**src/rtl/uart_pkg.sv**
```systemverilog
// Shared types and constants for the 8N1 UART transmitter slice.
package uart_pkg;

   typedef enum logic [1:0] {
      IDLE,
      START,
      DATA,
      STOP
   } tx_state_t;

   localparam int unsigned OVERSAMPLE   = 16;
   localparam int unsigned DATA_BITS    = 8;
   localparam int unsigned BAUD_W       = 17;
   localparam int unsigned DEF_CLK_FREQ = 100_000_000;
   localparam int unsigned DEF_ACC_W    = 28;

endpackage

```
**src/rtl/uart_tx_core_if.sv**
```systemverilog
// Host-side request/data/baud bundle plus the serial line of the transmitter.
interface uart_tx_core_if import uart_pkg::*; ();

   logic [BAUD_W-1:0]    Baud_Rate;
   logic                 UART_STA_TX;
   logic [DATA_BITS-1:0] UART_TxREG;
   logic                 UART_TXD;

   modport master (
      output Baud_Rate,
      output UART_STA_TX,
      output UART_TxREG,
      input  UART_TXD
   );

   modport slave (
      input  Baud_Rate,
      input  UART_STA_TX,
      input  UART_TxREG,
      output UART_TXD
   );

endinterface

```
**src/rtl/uart_baud_gen.sv**
```systemverilog
// NCO baud tick generator: one-cycle ticks at OVERSAMPLE*baud per second with
// no divider, so the error never accumulates across the bits of a frame.
module uart_baud_gen import uart_pkg::*; #(
   parameter int unsigned CLK_FREQ = DEF_CLK_FREQ,
   parameter int unsigned ACC_W    = DEF_ACC_W
) (
   input  logic              clk,
   input  logic              rst,
   input  logic              clear,
   input  logic [BAUD_W-1:0] baud,
   output logic              tick
);

   localparam logic [ACC_W:0] FREQ = (ACC_W+1)'(CLK_FREQ);

   logic [ACC_W-1:0] acc;
   logic [ACC_W-1:0] acc_nxt;
   logic [ACC_W:0]   inc;
   logic [ACC_W:0]   sum;

   always_comb begin
      inc = (ACC_W+1)'(baud) * (ACC_W+1)'(OVERSAMPLE);
      // Clamping to CLK_FREQ saturates at one tick per clock and keeps acc < CLK_FREQ.
      if (inc > FREQ) begin
         inc = FREQ;
      end
      sum     = {1'b0, acc} + inc;
      tick    = (sum >= FREQ);
      acc_nxt = tick ? ACC_W'(sum - FREQ) : ACC_W'(sum);
   end

   // NOTE: flops are written with non-blocking (<=) so every register samples pre-edge values.
   always_ff @(posedge clk or negedge rst) begin
      if (!rst) begin
         acc <= '0;
      end else if (clear) begin
         acc <= '0;
      end else begin
         acc <= acc_nxt;
      end
   end

endmodule

```
**src/rtl/uart_tx_core.sv**
```systemverilog
// Transmit-only 8N1 UART: latches a byte and baud at frame start and shifts
// start, 8 data bits LSB first and stop onto a registered, glitch-free TXD.
module uart_tx_core import uart_pkg::*; #(
   parameter int unsigned CLK_FREQ = DEF_CLK_FREQ,
   parameter int unsigned ACC_W    = DEF_ACC_W
) (
   input logic           clk,
   input logic           rst,
   uart_tx_core_if.slave tx
);

   localparam logic [3:0] LAST_TICK = 4'(OVERSAMPLE - 1);
   localparam logic [2:0] LAST_BIT  = 3'(DATA_BITS - 1);

   tx_state_t            state, state_nxt;
   logic [DATA_BITS-1:0] shift_q, shift_nxt;
   logic [BAUD_W-1:0]    baud_q, baud_nxt;
   logic [3:0]           tick_cnt, tick_cnt_nxt;
   logic [2:0]           bit_idx, bit_idx_nxt;
   logic                 txd_q, txd_nxt;
   logic                 tick;
   logic                 acc_clear;
   logic                 bit_end;

   uart_baud_gen #(
      .CLK_FREQ (CLK_FREQ),
      .ACC_W    (ACC_W)
   ) u_baud_gen (
      .clk   (clk),
      .rst   (rst),
      .clear (acc_clear),
      .baud  (baud_q),
      .tick  (tick)
   );

   assign bit_end = tick && (tick_cnt == LAST_TICK);

   // NOTE: every signal gets a default before the case so no path leaves it unassigned (no latch).
   always_comb begin
      state_nxt    = state;
      shift_nxt    = shift_q;
      baud_nxt     = baud_q;
      tick_cnt_nxt = tick ? tick_cnt + 4'd1 : tick_cnt;
      bit_idx_nxt  = bit_idx;
      acc_clear    = 1'b0;
      txd_nxt      = 1'b1;

      unique case (state)
         IDLE: begin
            tick_cnt_nxt = '0;
            if (tx.UART_STA_TX && (tx.Baud_Rate != '0)) begin
               state_nxt   = START;
               shift_nxt   = tx.UART_TxREG;
               baud_nxt    = tx.Baud_Rate;
               bit_idx_nxt = '0;
               acc_clear   = 1'b1;
            end
         end
         START: begin
            if (bit_end) begin
               state_nxt   = DATA;
               bit_idx_nxt = '0;
            end
         end
         DATA: begin
            if (bit_end) begin
               shift_nxt = shift_q >> 1;
               if (bit_idx == LAST_BIT) begin
                  state_nxt = STOP;
               end else begin
                  bit_idx_nxt = bit_idx + 3'd1;
               end
            end
         end
         STOP: begin
            if (bit_end) begin
               state_nxt = IDLE;
            end
         end
         default: state_nxt = IDLE;
      endcase

      // TXD is registered from the next state so the line changes exactly on the edge.
      unique case (state_nxt)
         START:   txd_nxt = 1'b0;
         DATA:    txd_nxt = shift_nxt[0];
         default: txd_nxt = 1'b1;
      endcase
   end

   // rst is released synchronously to clk upstream; its assertion forces TXD high at once.
   always_ff @(posedge clk or negedge rst) begin
      if (!rst) begin
         state    <= IDLE;
         shift_q  <= '0;
         baud_q   <= '0;
         tick_cnt <= '0;
         bit_idx  <= '0;
         txd_q    <= 1'b1;
      end else begin
         state    <= state_nxt;
         shift_q  <= shift_nxt;
         baud_q   <= baud_nxt;
         tick_cnt <= tick_cnt_nxt;
         bit_idx  <= bit_idx_nxt;
         txd_q    <= txd_nxt;
      end
   end

   assign tx.UART_TXD = txd_q;

endmodule

```
**src/flat_wrapper.sv**
```systemverilog
// flat-port wrapper written by rule: the top's interface ports become plain ports
module uart_tx_core_flat import uart_pkg::*;
#(
   parameter int unsigned CLK_FREQ = DEF_CLK_FREQ,
   parameter int unsigned ACC_W    = DEF_ACC_W
)
  (clk, rst, tx_Baud_Rate, tx_UART_STA_TX, tx_UART_TxREG, tx_UART_TXD);
  uart_tx_core_if tx_i ();
  input logic clk;
  input logic rst;
  input wire logic [$bits(tx_i.Baud_Rate)-1:0] tx_Baud_Rate;
  input wire logic [$bits(tx_i.UART_STA_TX)-1:0] tx_UART_STA_TX;
  input wire logic [$bits(tx_i.UART_TxREG)-1:0] tx_UART_TxREG;
  output wire logic [$bits(tx_i.UART_TXD)-1:0] tx_UART_TXD;
  assign tx_i.Baud_Rate = tx_Baud_Rate;
  assign tx_i.UART_STA_TX = tx_UART_STA_TX;
  assign tx_i.UART_TxREG = tx_UART_TxREG;
  assign tx_UART_TXD = tx_i.UART_TXD;
  uart_tx_core #(.CLK_FREQ(CLK_FREQ), .ACC_W(ACC_W)) u_core (.clk(clk), .rst(rst), .tx(tx_i));
endmodule
```
**config.mk**
```make
export PLATFORM = sky130hd
export DESIGN_NAME = uart_tx_core_flat
export DESIGN_NICKNAME = d
export VERILOG_FILES = /design/src/rtl/uart_pkg.sv /design/src/rtl/uart_tx_core_if.sv /design/src/rtl/uart_baud_gen.sv /design/src/rtl/uart_tx_core.sv /design/src/flat_wrapper.sv
export SDC_FILE = /design/constraint.sdc
export NUM_CORES = 1
export LEC_CHECK = 0
export ABC_AREA = 1
export CAP_MARGIN = 5
export CORE_ASPECT_RATIO = 0.8
export CORE_MARGIN = 2
export CORE_UTILIZATION = 35
export DETAILED_ROUTE_END_ITERATION = 8
export GPL_TIMING_DRIVEN = 0
export SLEW_MARGIN = 20
export SYNTH_ARGS = -nofsm -noshare
export SYNTH_HDL_FRONTEND = slang
export SYNTH_SLANG_ARGS = --single-unit
```
**constraint.sdc**
```tcl
create_clock -name clk -period 5.7 [get_ports clk]
set_input_delay 0.855 -clock clk [delete_from_list [all_inputs] [get_ports clk]]
set_output_delay 0.855 -clock clk [all_outputs]
set_load 0.005 [all_outputs]
```
# Yosys cells after proc, flatten, opt, wreduce, memory -nomap -nowiden
# Cells that the tools add are included.
# Widths: inputs -> output; s select.
dict set report classes {
  magnitude_cmp 1
  addsub 4
  n_eq_ne 11
  n_mux 21
  n_reduce_logical 10
}
# op count
set ops {}
lappend ops {{$mux 28} 2}
lappend ops {{$add 28x21->29} 1}
lappend ops {{$ge 29x27->1 const B} 1}
lappend ops {{$sub 28x27->28 const B} 1}
lappend ops {{$reduce_bool 17->1} 1}
lappend ops {{$mux 8} 2}
lappend ops {{$pmux 8 s2} 1}
lappend ops {{$mux 3} 4}
lappend ops {{$mux 2} 5}
lappend ops {{$pmux 3 s3} 1}
lappend ops {{$mux 4} 2}
lappend ops {{$pmux 2 s4} 1}
lappend ops {{$eq 2x2->1 const B} 3}
lappend ops {{$ne 2x1->1 const B} 3}
lappend ops {{$reduce_and 5->1} 1}
lappend ops {{$add 4x1->4 const B} 1}
lappend ops {{$eq 2x1->1 const B} 2}
lappend ops {{$eq 4x4->1 const B} 1}
lappend ops {{$reduce_bool 2->1} 2}
lappend ops {{$add 3x1->3 const B} 1}
lappend ops {{$eq 3x3->1 const B} 1}
lappend ops {{$reduce_and 3->1} 1}
lappend ops {{$reduce_bool 3->1} 1}
lappend ops {{$logic_and 1x1->1} 2}
lappend ops {{5 further kinds} 6}
dict set report totals {
  out_inout_bits 1
  regBits 63
  in_bits 28
  word_cells 55
}

# Logic depth before layout (Yosys ltp)
# Gate-level depths: netlist of the first run.
dict set report logic_depth {
  word_depth 7
  depth_mapped 25
  depth_no_buf 25
}

# Hierarchy
# From an unflattened synthesis of the first run, not the netlist that was laid out.
dict set report hier_totals {
  hier_cells 762
  hier_area_um2 4864.7
}
# module cells_each area_each_um2 seq_area_each_um2 n_inst
set by_module_without_submodules {}
lappend by_module_without_submodules {uart_baud_gen 569 3243.1 600.6 1}
lappend by_module_without_submodules {uart_tx_core 193 1621.6 877.1 1}

# Worst setup path before layout of the first run
# No wires, ideal clock.
dict set report synth_timing {
  path_type {register to register}
  start {reg u_core.baud_q[0]}
  end {reg u_core.bit_idx[0]}
  stages_incl_launch_ff 23
  setup_time_ns 0.118
  setup_slack_ns 2.651
  path_buffers 0
  synth_period_minus_slack_ns 3.049
  t_required_ns 5.582
  arrival_ns 2.931
  cell_sequence {dfrtp_1 > ha_1 > fa_1 > nand2_1 > nand2_1 > and2_1 > xor2_2 > ha_1 > nand3b_1 > nor2_1 > nand3_1 > nor2_1 > nand2_1 > nor2_1 > nand3_1 > nor2_1 > nand3_1 > nand3_4 > nand3_1 > nand2_1 > nand2_1 > nor2_1 > nor2_1}
}
dict set report synth_between {
  elab_chain_len 5
  elab_cells_between_ends 6
  cone_classes {add/sub (1); order compare (1); eq/ne (2); reduce/logical (2)}
}
# element line
set synth_rtl {}
lappend synth_rtl {{start, declared} uart_tx_core.sv:17} ;# logic [BAUD_W-1:0] baud_q, baud_nxt;
lappend synth_rtl {{start signal, assigned} uart_tx_core.sv:103} ;# baud_q <= baud_nxt;
lappend synth_rtl {{$add 28x21->29 (*)} uart_baud_gen.sv:27} ;# sum = {1'b0, acc} + inc;
lappend synth_rtl {{$ge 29x27->1 (*)} uart_baud_gen.sv:28} ;# tick = (sum >= FREQ);
lappend synth_rtl {{$logic_and 1x1->1 (*)} uart_tx_core.sv:36} ;# assign bit_end = tick && (tick_cnt == LAST_TICK);
lappend synth_rtl {{$ne 2x1->1 (no line)} --}
lappend synth_rtl {{$reduce_and 5->1 (no line) (*)} --}
lappend synth_rtl {{end signal, assigned} uart_tx_core.sv:105} ;# bit_idx <= bit_idx_nxt;
lappend synth_rtl {{end, declared} uart_tx_core.sv:19} ;# logic [2:0] bit_idx, bit_idx_nxt;
# Mark *: on every way between the ends. The rest lies on a longest branch, timed or not.
# A chain may end at the register's enable or synchronous reset.

# Worst setup path in the final report of the first run
dict set report layout_timing {
  start {reg u_core.baud_q[0]}
  end {reg u_core.u_baud_gen.acc[14]}
}
dict set report layout_between {
  elab_chain_len 4
  elab_cells_between_ends 5
  cone_classes {add/sub (2); order compare (1); mux (2)}
}
# element line
set layout_rtl {}
lappend layout_rtl {{$add 28x21->29 (*)} uart_baud_gen.sv:27}
lappend layout_rtl {{$sub 28x27->28 / $ge 29x27->1 (equally long branches)} {uart_baud_gen.sv:29, uart_baud_gen.sv:28}}
lappend layout_rtl {{$mux 28 (*)} uart_baud_gen.sv:29} ;# acc_nxt = tick ? ACC_W'(sum - FREQ) : ACC_W'(sum);
lappend layout_rtl {{$mux 28 (*)} uart_baud_gen.sv:36} ;# end else if (clear) begin
lappend layout_rtl {{end signal, assigned} uart_baud_gen.sv:39} ;# acc <= acc_nxt;
lappend layout_rtl {{end, declared} uart_baud_gen.sv:16} ;# logic [ACC_W-1:0] acc;
# Marks and branches as above.

==> results of run 1 <==
-- worst max-delay path, cell delays in order, from the launching register on --
cell	delay [ps]
sky130_fd_sc_hd__dfrtp_1	380
sky130_fd_sc_hd__ha_1	260
sky130_fd_sc_hd__fa_1	440
sky130_fd_sc_hd__nand2_1	90
sky130_fd_sc_hd__nand2_1	120
sky130_fd_sc_hd__and2_1	250
sky130_fd_sc_hd__xor2_2	250
sky130_fd_sc_hd__ha_1	190
sky130_fd_sc_hd__nand3b_1	80
sky130_fd_sc_hd__nor2_1	140
sky130_fd_sc_hd__nand3_1	100
sky130_fd_sc_hd__nor2_1	110
sky130_fd_sc_hd__nand2_1	60
sky130_fd_sc_hd__nor2_1	140
sky130_fd_sc_hd__nand3_1	80
sky130_fd_sc_hd__nor2_1	90
sky130_fd_sc_hd__nand3_1	110
sky130_fd_sc_hd__nand3_4	140
sky130_fd_sc_hd__buf_8	160
sky130_fd_sc_hd__buf_6	160
sky130_fd_sc_hd__a21oi_1	70
sky130_fd_sc_hd__nor2_1	240
-- stage by stage --
step,setup WS (ps),utilization
2_1_floorplan,2651,-
3_3_place_gp,1784,0.3996
6_report,1904,0.4252
3_5_place_dp,2011,0.4015
5_1_grt,1599,0.4252
4_1_cts,1972,0.4252
-- registers in the layout, summed over array words and instances (netlist names) --
name	cells
u_core.bit_idx	3
u_core.tx.UART_TXD	1
u_core.shift_q	8
u_core.baud_q	17
u_core.state	2
u_core.tick_cnt	4
u_core.u_baud_gen.acc	24
-- layout by cell type (no fill, tap or decap), drive strengths merged, types with 4 or more instances in the layout --
master and instances:
a21oi 36, buf 5, clkbuf 18, clkdlybuf4s50 27, clkinv 4, dfrtp 58, ha 22, inv 94
nand2 310, nand3 59, nand4 16, nor2 60, nor3 14, nor4 4, o21ai 20, xor2 6
-- worst paths after layout --
| kind | start | depth (start not counted) | to |
|---|---|---|---|
| hold / removal | rst | 1 | u_core.baud_q[7] |
| min in group clk | u_core.shift_q[7] | 2 | u_core.shift_q[7] |
| max in group asynchronous | rst | 2 | u_core.tx.UART_TXD |
| hold reg to reg | u_core.shift_q[7] | 2 | u_core.shift_q[7] |
| setup / recovery | u_core.baud_q[0] | 21 | u_core.u_baud_gen.acc[14] |
| setup reg to reg | u_core.baud_q[0] | 21 | u_core.u_baud_gen.acc[14] |
-- area by class of cell --
class	count	area, sq um	area share
multi-input cells	563	2779	0.5042
flip-flops and latches	59	1478	0.2681
inverters	97	364.1	0.06606
repair buffers	29	305.3	0.05539
clock buffers	12	256.5	0.04654
well taps	175	219.0	0.03973
plain buffers	9	60.06	0.01090
clock inverters	4	50.05	0.009081
-- layer usage --
layer / share of wire / vias up
li1: - / 2389
met1: 0.53 / 2048
met2: 0.39 / 128
met3: 0.066 / 18
met4: 0.018 / 0
met5: 0 / -
-- kinds of logic (layout without fill, tap and decap cells) --
logic type	after synthesis	in the layout	synth area share
AOI/OAI and AO/OA	63	63	0.07404
xor gates and xnor gates	7	7	0.01470
adders and majority gates	23	23	0.06308
buffers and inverters	106	151	0.09062
DFF	59	59	0.3157
and+or+nand+nor	470	470	0.4419
==> impl_metrics.toml, run 1 <==
[outcome]
status = "finished clean"

[cells_and_area]
antenna-diode-count = 0
fillers = 1387
finish.instance_area_sq_mm = 0.005512
finalNonFillerCells = 948
num-nets-final = 819
area_growth_pct = 17.75
final_layout_size_suffix_gt1_frac = 0.09573

[sta]
timing.hold.ws_ps = 321.2
final_period_minus_worst_setup_slack_ps = 3796
final_hold_viol_count = 0
setup_total_negative_slack_ps = 0
max_freq_mhz = 263.4
worst_pin_slew_ps = 605.3
clock-skew-final_ps = 7.709
worst_slew_margin_rel = 0.5965
report.final.slew_viol_count = 0
grt_setup_unrepaired = "no"
setup_violations = 0
fin_crit_sh = 0.6659

[grt]
grt.overflow.total = 0
first_global_vias = 4444
grt_antenna_before_repair = 0
grt.met2_usage = 0.2846
groute.layer.met3.usage = 0.02825
grt_use_met1 = 0.3013
grt_first_pass_wirelength_microns = 22020
total_routing_resource_utilization_after_global_routing = 0.1979
grt_start_max_net_pins = 56
grt_most_used_layer = "met1"

[drt]
detail-route-antenna-nets = 0
total_wire_length_microns = 12970
drt-pass1-iter-count = 5
avgRoutedWirePerCell_microns = 13.68
initial_drt_markers = 307
drc = 0
dr_total_vias = 4583
drt-vias-per-instance = 4.834

[placed_design]
port_buffers = 28
finalWeightedCongestion = 0.9537
total_instance_count_after_detailed_placement = 932
dp_hpwl_microns = 10390
detailed_place.area_sq_mm = 0.005205

[synthesis]
synth_edf_count = 0
synth_most_common_cell = "sky130_fd_sc_hd__nand2_1"
yosysUniqueCellTypes = 39
yosys-top-cells-count = "sky130_fd_sc_hd__nand2_1, sky130_fd_sc_hd__inv_1, sky130_fd_sc_hd__dfrtp_1, sky130_fd_sc_hd__nand3_1, sky130_fd_sc_hd__nor2_1"
netlist_instances = 728
postSynthAreaPerCell_sq_um = 6.430
netlist.top_cell.by_area = "sky130_fd_sc_hd__dfrtp_1"
area_share_of_the_leading_cell_type_in_the_synthesized_netlist = 0.3101
synth-async-reset-ratio = 1.000
synth-seq-area-share = 0.3157
synthTopCellsByArea = "sky130_fd_sc_hd__dfrtp_1, sky130_fd_sc_hd__nand2_1, sky130_fd_sc_hd__inv_1"
most_used_dff_post_synth = "sky130_fd_sc_hd__dfrtp_1"
netlist_area_before_placement_sq_mm = 0.004681
yosys_warnings = 0
postSynthRegisterBits = 59
synth_nets = 779

[critical_path]
cp_data_arrival_time_ps = 4020
critPathCaptureType = "register"
path_max_fanout = 10
worstSetupStartpointType = "register"
critical_path_class = "reg2reg"
ff2ff_setup_slack_ps = 1900
critPathRequiredTime_ps = 5920

[clock_network]
clk_transition_reported_paths_ps = 60
cts_setup_buffers = 0
cts-root-buf = "sky130_fd_sc_hd__clkbuf_16"
number_of_buffers_on_the_longest_clock_path = 2
clock_tree_from_tritoncts = "done"
cts-buffers-inserted = 9
insertion_delay_ps = 330
cts.hold.buffers_added = 0
cts_resized = 0
tritoncts_sink_count = 59
maximum_level_of_the_cts_h_tree = 3

[run]
max_cap_viol_count = 0

[floorplan]
floorplan.core_area_sq_mm = 0.01296
floorplan.die.width_microns = 133.3
io_pins = 29
die-area_sq_mm = 0.01432
floorplan.initialDensity = 0.3611
placementRows = 37
die_h_microns = 107.4

[hold_path]
hold_class = "in2async"
Power of run 1 is left out: the tool's default activity adds up to more than one toggle a clock period on the data nets, which glitch-free logic cannot reach.
==> inputs of run 2 (changes only) <==
==> constraint.sdc (replaced) <==
create_clock -name clk -period 3.1 [get_ports clk]
set_input_delay 0.465 -clock clk [delete_from_list [all_inputs] [get_ports clk]]
set_output_delay 0.465 -clock clk [all_outputs]
set_load 0.005 [all_outputs]
==> run 2 against run 1 <==
- the run now ends with negative setup slack left
- final cell count rose by 0.95%
- flip-flop and latch count stayed put
- clock skew about the same
- via count is 0.94% higher
- critical path type unchanged
- largest cell class unchanged
==> impl_metrics.toml, run 2 (synthesis gave the netlist of run 1 again) <==
[outcome]
status = "finished with violations"
violations = "negative setup slack"

[critical_path]
critical_path.n_buffers_inverters = 3
cpMaxStageDelayCell = "sky130_fd_sc_hd__dfrtp_1"
critical_path.max_stage_delay_ps = 410
critPathCaptureType = "register"
critPathRequiredTime_ps = 3340
cp_cell_sequence = "buf_4, fa_2, nand2_2, nand2_4, and2_4, xor2_2, ha_2, nand3b_1, nor2_1, nand3_1, nor2_1, nand2_1, nor2_2, nand3_1, nor2_1, nand3_1, nand3_4, buf_8, buf_8, a21oi_1, nor3_2"
cpLargestDelayFamily = "simple AND/OR/NAND/NOR gates"
critical_path_class = "reg2reg"
path_max_fanout = 10
cp_data_arrival_time_ps = 3610
worstSetupStartpointType = "register"

[placed_design]
finalWeightedCongestion = 0.9537
dp_hpwl_microns = 10390
total_instance_count_after_detailed_placement = 932
detailed_place.area_sq_mm = 0.005205
port_buffers = 28
detailedPlace.worstSlack_ps = -589.1

[clock_network]
clock_tree_from_tritoncts = "done"
cts-root-buf = "sky130_fd_sc_hd__clkbuf_16"
maximum_level_of_the_cts_h_tree = 3
insertion_delay_ps = 330
tritoncts_sink_count = 59
cts-buffers-inserted = 9
number_of_buffers_on_the_longest_clock_path = 2
clk_transition_reported_paths_ps = 60

[grt]
grt_first_pass_wirelength_microns = 22490
grt_start_max_net_pins = 56
grt_antenna_before_repair = 0
total_routing_resource_utilization_after_global_routing = 0.2018
first_global_vias = 4548
grt.overflow.total = 0

[sta]
clock-skew-final_ps = 7.690
grt_setup_unrepaired = "yes"
worst_pin_slew_ps = 655.9
max_freq_mhz = 296.8
final.setup.worst_slack_ps = -269.5
fin_crit_sh = 1.087
worst_slew_margin_rel = 0.5627
final_period_minus_worst_setup_slack_ps = 3369
report.final.slew_viol_count = 0
setup_violations = 38
final_hold_viol_count = 0

[cells_and_area]
finalNonFillerCells = 957
largest_register_ffs = 24
reg.largest.list = "u_core.u_baud_gen.acc x24, u_core.baud_q x17, u_core.shift_q x8"
top_register = "u_core.u_baud_gen.acc"
area_growth_pct = 22.77
mostFrequentLayoutCells = "sky130_fd_sc_hd__nand2_1, sky130_fd_sc_hd__inv_1, sky130_fd_sc_hd__dfrtp_1"
final_layout_size_suffix_gt1_frac = 0.1458
layout.cells.most_common = "sky130_fd_sc_hd__nand2_1"
antenna-diode-count = 0
num-nets-final = 828
finish.instance_area_sq_mm = 0.005747

[drt]
total_wire_length_microns = 13260
detail-route-antenna-nets = 0
drt-pass1-iter-count = 5
dr_total_vias = 4626
drc = 0
avgRoutedWirePerCell_microns = 13.86
drt-vias-per-instance = 4.834
initial_drt_markers = 282

[floorplan]
die-area_sq_mm = 0.01432
placementRows = 37
floorplan.die.width_microns = 133.3
io_pins = 29
floorplan.initialDensity = 0.3611
die_h_microns = 107.4
floorplan.core_area_sq_mm = 0.01296

[run]
max_cap_viol_count = 0

[hold_path]
hold_class = "in2async"
-- run 2: cell types whose count changed in the layout (fill, tap and decap cells not counted), moves of 5 or more --
cell / previous run / this run
sky130_fd_sc_hd__buf_4: 1 / 7
sky130_fd_sc_hd__nand2_1: 290 / 282
sky130_fd_sc_hd__nand2_2: 20 / 26
sky130_fd_sc_hd__nand3_1: 54 / 49
sky130_fd_sc_hd__nand3_2: 4 / 9
sky130_fd_sc_hd__o21ai_0: 15 / 10
-- run 2: worst register-to-register path, stage by stage (launching register included) --
cell and delay (ps):
sky130_fd_sc_hd__dfrtp_1 410, sky130_fd_sc_hd__buf_4 160, sky130_fd_sc_hd__fa_2 410, sky130_fd_sc_hd__nand2_2 100, sky130_fd_sc_hd__nand2_4 50, sky130_fd_sc_hd__and2_4 150, sky130_fd_sc_hd__xor2_2 180, sky130_fd_sc_hd__ha_2 190
sky130_fd_sc_hd__nand3b_1 80, sky130_fd_sc_hd__nor2_1 140, sky130_fd_sc_hd__nand3_1 100, sky130_fd_sc_hd__nor2_1 100, sky130_fd_sc_hd__nand2_1 70, sky130_fd_sc_hd__nor2_2 110, sky130_fd_sc_hd__nand3_1 70, sky130_fd_sc_hd__nor2_1 100
sky130_fd_sc_hd__nand3_1 120, sky130_fd_sc_hd__nand3_4 180, sky130_fd_sc_hd__buf_8 160, sky130_fd_sc_hd__buf_8 150, sky130_fd_sc_hd__a21oi_1 90, sky130_fd_sc_hd__nor3_2 150
-- run 2: final timing paths --
path                              startpoint  cells after the start                        end  slack [ps]
max                         u_core.baud_q[1]                     21  u_core.u_baud_gen.acc[22]        -270
min                                      rst                      2           u_core.baud_q[7]         470
max reg2reg                 u_core.baud_q[1]                     21  u_core.u_baud_gen.acc[22]        -270
min reg2reg                u_core.shift_q[7]                      2          u_core.shift_q[7]         470
max in group asynchronous                rst                      3         u_core.tx.UART_TXD        2100
min in group clk           u_core.shift_q[7]                      2          u_core.shift_q[7]         470
-- run 2: final cells by class --
| type | instances | area (sq um) |
|---|---|---|
| plain buffers | 9 | 63.81 |
| clock buffers | 12 | 256.5 |
| clock inverters | 4 | 50.05 |
| fillers | 1370 | 7216 |
| inverters | 97 | 366.6 |
| multi-input cells | 563 | 2914 |
| flip-flops and latches | 59 | 1478 |
| well taps | 175 | 219.0 |
| repair buffers | 38 | 399.1 |
-- run 2: layer usage --
metal | global-route usage | vias up | wire, microns
met5 | 0 | - | 0
met4 | 0.06383 | 0 | 225
met3 | 0.02401 | 20 | 744
met2 | 0.2975 | 110 | 5280
met1 | 0.3054 | 2083 | 7010
li1 | - | 2413 | -
-- run 2: repair_timing --
| action | 4_1_cts | 5_1_grt |
|---|---|---|
| pin swaps | 18 | 9 |
| setup buffers | 5 | 2 |
| setup endpoints to repair | 38 | 38 |
| cloned | 1 | 0 |
| hold buffers | 1 | 0 |
| gates resized for setup | 31 | 15 |
| endpoints found under the hold margin | 4 | 0 |
-- run 2: per-stage QoR --
step           TNS, ps  utilization  hold slack, ps
2_1_floorplan        0            -           169.4
3_3_place_gp    -42740       0.3996           456.6
3_5_place_dp    -17620       0.4015           280.6
4_1_cts          -6207       0.4389           468.8
5_1_grt         -16230       0.4433           481.2
6_report         -6992       0.4433           466.5
Power of run 2 is left out for the same reason.
==> inputs of run 3 (changes only) <==
--- a/config.mk
+++ b/config.mk
@@ -9,9 +9,11 @@
 export CAP_MARGIN = 5
 export CORE_ASPECT_RATIO = 0.8
 export CORE_MARGIN = 2
-export CORE_UTILIZATION = 35
+export CORE_UTILIZATION = 55
 export DETAILED_ROUTE_END_ITERATION = 8
 export GPL_TIMING_DRIVEN = 0
+export PLACE_DENSITY = 0.78
+export SKIP_CTS_REPAIR_TIMING = 1
 export SLEW_MARGIN = 20
 export SYNTH_ARGS = -nofsm -noshare
 export SYNTH_HDL_FRONTEND = slang
==> run 3 against run 2 <==
- critical path type unchanged
- die area fell by 35%
- clock-buffer cell count unchanged
- global-route usage increased by 9.5 points
- the run still ends with negative setup slack left
- non-clock buffer count decreased by 3
- via count rose by 5.0%
- final area is 2.9% lower
- routed wire length down 0.11%
- worst hold slack worse by 26 ps
- setup slack lost 52 ps
- sequential share of layout area is 0.76 points higher
- first-iteration DRC count up 51%
- register-to-register slack worse by 50 ps
==> impl_metrics.toml, run 3 (synthesis gave the netlist of run 1 again) <==
[grt]
first_global_vias = 4555
grt_antenna_before_repair = 0
grt_start_max_net_pins = 59
grt.overflow.total = 0
grt_first_pass_wirelength_microns = 21350
total_routing_resource_utilization_after_global_routing = 0.2972

[critical_path]
cp_cell_sequence = "ha_1, or2_1, and2_4, xor2_4, ha_2, nand3b_1, nor2_1, nand3_1, nor2_1, nand2_1, nor2_2, nand3_1, nor2_1, nand3_1, nand3_4, buf_12, inv_2, o21a_1, nor3_2"
worstSetupStartpointType = "register"
ff2ff_setup_slack_ps = -320
path_max_fanout = 10
origin_of_the_worst_setup_path = "u_core.baud_q[3]"
critical_path_class = "reg2reg"
critical_path.max_stage_delay_ps = 420
cp_data_arrival_time_ps = 3680
cpMaxStageDelayCell = "sky130_fd_sc_hd__dfrtp_1"
r2r_start = "u_core.baud_q[3]"
critPathCaptureType = "register"
timing.reg2reg.worst_path_depth = 19
critPathRequiredTime_ps = 3360
r2r_end = "u_core.u_baud_gen.acc[25]"

[drt]
drt-vias-per-instance = 5.449
initial_drt_markers = 427
dr_wl_met3_microns = 1146
dr_total_vias = 4855
drc = 0
met1_length_microns = 6117
drt-pass1-iter-count = 6
routed-wl-met2_microns = 5687
highest_layer = "met4"
detail-route-antenna-nets = 0
avgRoutedWirePerCell_microns = 14.87
total_wire_length_microns = 13250

[floorplan]
floorplan.core_area_sq_mm = 0.008371
die-area_sq_mm = 0.009269
die_h_microns = 86.51
floorplan.die.width_microns = 107.1
floorplan.initialDensity = 0.5592
io_pins = 29
placementRows = 30

[placed_design]
dp_hpwl_microns = 10200
detailedPlace.worstSlack_ps = -590.3
finalWeightedCongestion = 0.9731
port_buffers = 28
total_instance_count_after_detailed_placement = 869

[sta]
final_period_minus_worst_setup_slack_ps = 3422
grt_setup_unrepaired = "yes"
max_freq_mhz = 292.3
worst_pin_slew_ps = 638.1
setup_violations = 38
worst_slew_margin_rel = 0.5746
fin_crit_sh = 1.104
final.setup.worst_slack_ps = -321.6
report.final.slew_viol_count = 0
final_hold_viol_count = 0
clock-skew-final_ps = 13.85

[clock_network]
insertion_delay_ps = 340
tritoncts_sink_count = 59
number_of_buffers_on_the_longest_clock_path = 2
cts-root-buf = "sky130_fd_sc_hd__clkbuf_8"
clk_transition_reported_paths_ps = 70
maximum_level_of_the_cts_h_tree = 3
clock_tree_from_tritoncts = "done"
cts-buffers-inserted = 9

[cells_and_area]
final_layout_size_suffix_gt1_frac = 0.1412
antenna-diode-count = 0
layout.cells.most_common = "sky130_fd_sc_hd__nand2_1"
finalNonFillerCells = 891
reg.largest.list = "u_core.u_baud_gen.acc x24, u_core.baud_q x17, u_core.shift_q x8"
num-nets-final = 825
area_growth_pct = 19.25
mostFrequentLayoutCells = "sky130_fd_sc_hd__nand2_1, sky130_fd_sc_hd__inv_1, sky130_fd_sc_hd__dfrtp_1"
largest_register_ffs = 24
final_util = 0.6668
top_register = "u_core.u_baud_gen.acc"

[outcome]
violations = "negative setup slack"
status = "finished with violations"

[hold_path]
hold_class = "in2async"

[run]
max_cap_viol_count = 0
-- run 3: changes by cell type in the layout (fill, tap and decap cells not counted), sizes merged --
cell	delta
buf	-3
-- run 3: layout make-up --
cell class,instances,area [sq um]
Buffer,9,73.82
Clock buffer,12,155.1
Clock inverter,4,50.05
Fill cell,729,2789
Inverter,97,371.6
Multi-Input combinational cell,563,2957
Sequential cell,59,1478
Tap cell,112,140.1
Timing Repair Buffer,35,356.6
-- run 3: worst max path at each step --
stage / endpoint / depth (start not counted)
final: u_core.u_baud_gen.acc[25] / 19
after global placement: u_core.u_baud_gen.acc[8] / 21
after CTS: u_core.u_baud_gen.acc[8] / 21
after global routing: u_core.bit_idx[0] / 20
after detailed placement: u_core.u_baud_gen.acc[8] / 21
after floorplan: u_core.bit_idx[0] / 22
-- run 3: worst max-delay path: cells and delay by family (launching register included) --
| kind | cells | cell delay (ps) |
|---|---|---|
| and+or+nand+nor | 13 | 1660 |
| adders and majority gates | 2 | 560 |
| DFF | 1 | 420 |
| buffers and inverters | 2 | 280 |
| xor gates and xnor gates | 1 | 220 |
| AOI/OAI and AO/OA | 1 | 200 |
-- run 3: metal layers --
| metal | up-vias | track usage |
|---|---|---|
| li1 | 2413 | - |
| met1 | 2206 | 0.4255 |
| met2 | 207 | 0.4707 |
| met3 | 29 | 0.03835 |
| met4 | 0 | 0.09563 |
| met5 | - | 0 |
-- run 3: through the flow --
| stage | instance area (sq um) | hold WS, ps | setup TNS, ps |
|---|---|---|---|
| final | 5582 | 440.0 | -9093 |
| after global placement | 5101 | 460.0 | -33840 |
| after detailed placement | 5126 | 263.9 | -18620 |
| after floorplan | 4681 | 169.4 | 0 |
| after global routing | 5582 | 455.1 | -15610 |
| after CTS | 5331 | -104.0 | -20390 |
Power of run 3 is left out for the same reason.
==> RTL change 1, RTL diff (flow settings as in run 1) <==
The package constant `BAUD_W` goes from 17 to 15.
--- a/src/rtl/uart_pkg.sv
+++ b/src/rtl/uart_pkg.sv
@@ -10,7 +10,7 @@
 
    localparam int unsigned OVERSAMPLE   = 16;
    localparam int unsigned DATA_BITS    = 8;
-   localparam int unsigned BAUD_W       = 17;
+   localparam int unsigned BAUD_W       = 15;
    localparam int unsigned DEF_CLK_FREQ = 100_000_000;
    localparam int unsigned DEF_ACC_W    = 28;
 
Ports: changed (resized tx_Baud_Rate); port bits go from 29 to 27. The function was not compared with the original's and may differ.
==> RTL change 1 against run 1 <==
Sequential cell count fell by 2. Worst setup slack gained 0.16 ns. Routed wire length decreased by 11%. Via count is 6.0% lower. Final area shrank 4.9%. Synthesized area down 5.5%. Largest cell class unchanged.
==> RTL change 1: results (changes against run 1) <==
final non-filler cell total=888 (-6.3%); sequential area share after synthesis=0.323 (+0.00717); GPL Wtd Cong=0.880 (-7.7%); Setup WS post-layout=2.06 ns (+0.161 ns); largest registers=u_core.u_baud_gen.acc x24, u_core.baud_q x15, u_core.shift_q x8; top post-synthesis cells by area=dfrtp_1 32%, nand2_1 21%, inv_1 7.6%; Critical Path Sink=u_core.u_baud_gen.acc[15]; routing usage on met3=0.0256 (-0.00265); HP Class=reg2reg; first-pass GRT wire length=19500 um (-11%); M2 GR Usage=0.271 (-0.0135); # port buffers=26 (-7.1%); layout cells sized above 1=0.110 (+0.0145); global routing usage on met1=0.281 (-0.0207); status=finished, final reports clean; post-synth net total=722 (-7.3%); First DRT Iteration DRCs=392 (+28%); HPWL after detailed placement=9340 um (-10%); Worst-Margin Slew=0.711 ns (+0.105 ns); post-DR vias/cell=4.85 (+0.35%); Worst path max stage delay=0.46 ns (+0.02 ns); # fillers=1264 (-8.9%); Distinct cells, synth=42 (+7.7%); Worst Reg-to-Reg Cells=22 (+4.8%); arrival time at the worst endpoint=3.85 ns (-0.17 ns); pin count of the biggest net entering global routing=58 (+3.6%); Post-Route WL=11600 um (-11%)
[RTL change 1: layout make-up]
| type | instances | area [sq um] | area share |
|---|---|---|---|
| Buffer | 10 | 60.1 | 0.0115 |
| Tap cell | 171 | 214 | 0.0408 |
| Clock inverter | 7 | 125 | 0.0239 |
| Inverter | 101 | 379 | 0.0723 |
| Multi-Input combinational cell | 507 | 2550 | 0.487 |
| Timing Repair Buffer | 26 | 258 | 0.0492 |
| Clock buffer | 9 | 225 | 0.0429 |
| Sequential cell | 57 | 1430 | 0.272 |
[RTL change 1: per-stage QoR]
step                      hold WS, ns  area (sq um)
after global routing            0.515          5240
after global placement          0.459          4900
after detailed placement        0.467          4890
after floorplan                 0.446          4420
after CTS                       0.481          5240
final                           0.482          5240
[RTL change 1: layer usage]
| metal | routed length (um) | part of all wire |
|---|---|---|
| met5 | 0 | 0 |
| met4 | 98 | 0.0085 |
| met3 | 690 | 0.060 |
| met2 | 4860 | 0.42 |
| met1 | 5920 | 0.51 |
[RTL change 1: cells by family (layout without fill, tap and decap cells)]
group,after synthesis,count (layout),synth area share
adders and majority gates,21,21,0.0611
DFF,57,57,0.323
and+or+nand+nor,418,418,0.427
buffers and inverters,111,153,0.0993
xor gates and xnor gates,7,7,0.0139
AOI/OAI and AO/OA,61,61,0.0761
[RTL change 1: worst reg2reg max path, stage by stage (launching register included)]
cell	delay, ns
dfrtp_1	0.38
ha_1	0.28
fa_1	0.46
nand2_1	0.08
nand2_1	0.09
and2_1	0.19
xnor2_1	0.18
inv_1	0.12
ha_1	0.15
nand2_1	0.05
nor3_1	0.16
nand2_1	0.08
nor2_1	0.11
nand2_1	0.06
nor2_1	0.15
nand3_1	0.09
nor2_1	0.12
nand2_2	0.08
nand3_4	0.12
buf_4	0.19
nand4_1	0.12
o21ai_0	0.20
a21oi_1	0.06
==> RTL change 2, RTL diff (flow settings as in run 1) <==
Without the edit above. The 4 states of `tx_state_t` get a one-hot encoding in 4 bits.
--- a/src/rtl/uart_pkg.sv
+++ b/src/rtl/uart_pkg.sv
@@ -1,11 +1,11 @@
 // Shared types and constants for the 8N1 UART transmitter slice.
 package uart_pkg;
 
-   typedef enum logic [1:0] {
-      IDLE,
-      START,
-      DATA,
-      STOP
+   typedef enum logic [3:0] {
+      IDLE  = 4'b0001,
+      START = 4'b0010,
+      DATA  = 4'b0100,
+      STOP  = 4'b1000
    } tx_state_t;
 
    localparam int unsigned OVERSAMPLE   = 16;
Check against the original RTL: same outputs for any inputs over 10 cycles, from zero or initial values and one cycle with rst low; not proved beyond that.
==> RTL change 2 against run 1 <==
Clock skew is 0.00055 ns lower. Synthesized area is 2.0% higher. Final area is 2.4% higher. Worst setup slack better by 0.11 ns. Routed wire length is 0.83% lower. Sequential cell count is 2 higher. Critical path depth stayed put. Non-clock buffer count is 4 higher. Synthesized cell count is 3.0% higher. Largest cell class unchanged. Highest routed layer unchanged.
==> RTL change 2: results (changes against run 1) <==
# nets final=841 (+2.7%); compound-gate portion of the synthesized area=0.0739 (-0.000164); first drt pass iteration count=5 (unchanged); Worst Hold Slack=0.394 ns (+0.0730 ns); Area after DPL=5310 sq um (+1.9%); CTS H-tree lvls=3 (unchanged); Peak VDD IR=0.000264 V; average size of a mapped cell=6.37 sq um (-0.96%); clock network fraction of total power=0.174; Distinct cells, synth=39 (unchanged); switching portion of total power=0.516; total track usage=0.188 (-0.0103); sequential area share after synthesis=0.320 (+0.00446); Worst path max stage delay=0.50 ns (+0.06 ns); top post-synthesis cells by area=dfrtp_1 31%, nand2_1 22%, inv_1 7.5%; first-pass GRT wire length=21400 um (-3.0%); arrival time at the worst endpoint=3.88 ns (-0.14 ns); Synth Area in Adders=0.0618 (-0.00126); most flop-heavy register=u_core.u_baud_gen.acc; status=finished, final reports clean; slowest CP cell=fa_1; post-synth net total=801 (+2.8%); ranking of synthesized cells by instance count=282 x nand2_1, 95 x inv_1, 59 x dfrtp_1; First DRT Iteration DRCs=285 (-7.2%); worst skew pair latency=0.33 ns (about the same); GPL Wtd Cong=0.881 (-7.7%); # port buffers=28 (unchanged); layout cells sized above 1=0.103 (+0.00741); Primary FF master, synth=dfrtp_1; HPWL after detailed placement=10400 um (+0.51%); P per Cell Area=620 nW/um^2; pin count of the biggest net entering global routing=44 (-21%); dpl cells=959 (+2.9%); total number of vias=4658 (+1.6%); pre-CTS WS=2.03 ns (+0.0194 ns); post-DR vias/cell=4.78 (-1.2%); XOR/XNOR share of the synthesized area=0.00550 (-0.00920); Worst-Margin Slew=0.654 ns (+0.0488 ns); Post-Route WL=12900 um (-0.83%); # fillers=1427 (+2.9%); worst-case clock skew=0.00716 ns (-0.000552 ns); R2R Path End=u_core.u_baud_gen.acc[18]; Reg power frac=0.204; vias in the first global route=4335 (-2.5%)
[RTL change 2: cell families after synthesis]
group	count (synthesis)
and+or+nand+nor	469
buffers and inverters	127
adders and majority gates	23
DFF	61
xor gates and xnor gates	3
AOI/OAI and AO/OA	67
[RTL change 2: worst max path at each step]
stage,start,end,slack [ns],depth (start not counted)
2_1_floorplan,u_core.baud_q[0],u_core.u_baud_gen.acc[18],2.65,21
3_3_place_gp,rst,u_core.u_baud_gen.acc[9],1.70,1
3_5_place_dp,u_core.baud_q[0],u_core.u_baud_gen.acc[18],2.03,21
4_1_cts,u_core.baud_q[0],u_core.u_baud_gen.acc[18],2.01,21
5_1_grt,u_core.baud_q[0],u_core.u_baud_gen.acc[18],1.67,21
6_report,u_core.baud_q[0],u_core.u_baud_gen.acc[18],2.01,21
[RTL change 2: cell type report]
class                      instances  area, sq um  area share
inverter                         114          428      0.0758
timing repair buffer              29          305      0.0541
buffer                            13         71.3      0.0126
sequential                        61         1530       0.271
tap                              180          225      0.0399
clock buffer                      10          239      0.0423
multi-input combinational        562         2750       0.488
clock inverter                     6         93.8      0.0166
[RTL change 2: worst max-delay path, delay by kind of cell, from the launching register on]
family / cells / cell delay (ns)
simple gates: 13 / 1.51
flops: 1 / 0.38
buf+inv: 4 / 0.50
fa+ha+maj: 3 / 0.91
xor+xnor: 1 / 0.24
[RTL change 2: layer usage]
layer | part of all wire | vias to the layer above | track usage
li1 | - | 2456 | -
met5 | 0 | - | 0
met4 | 0.0096 | 0 | 0.0444
met3 | 0.045 | 14 | 0.0225
met1 | 0.54 | 2078 | 0.278
met2 | 0.41 | 110 | 0.291
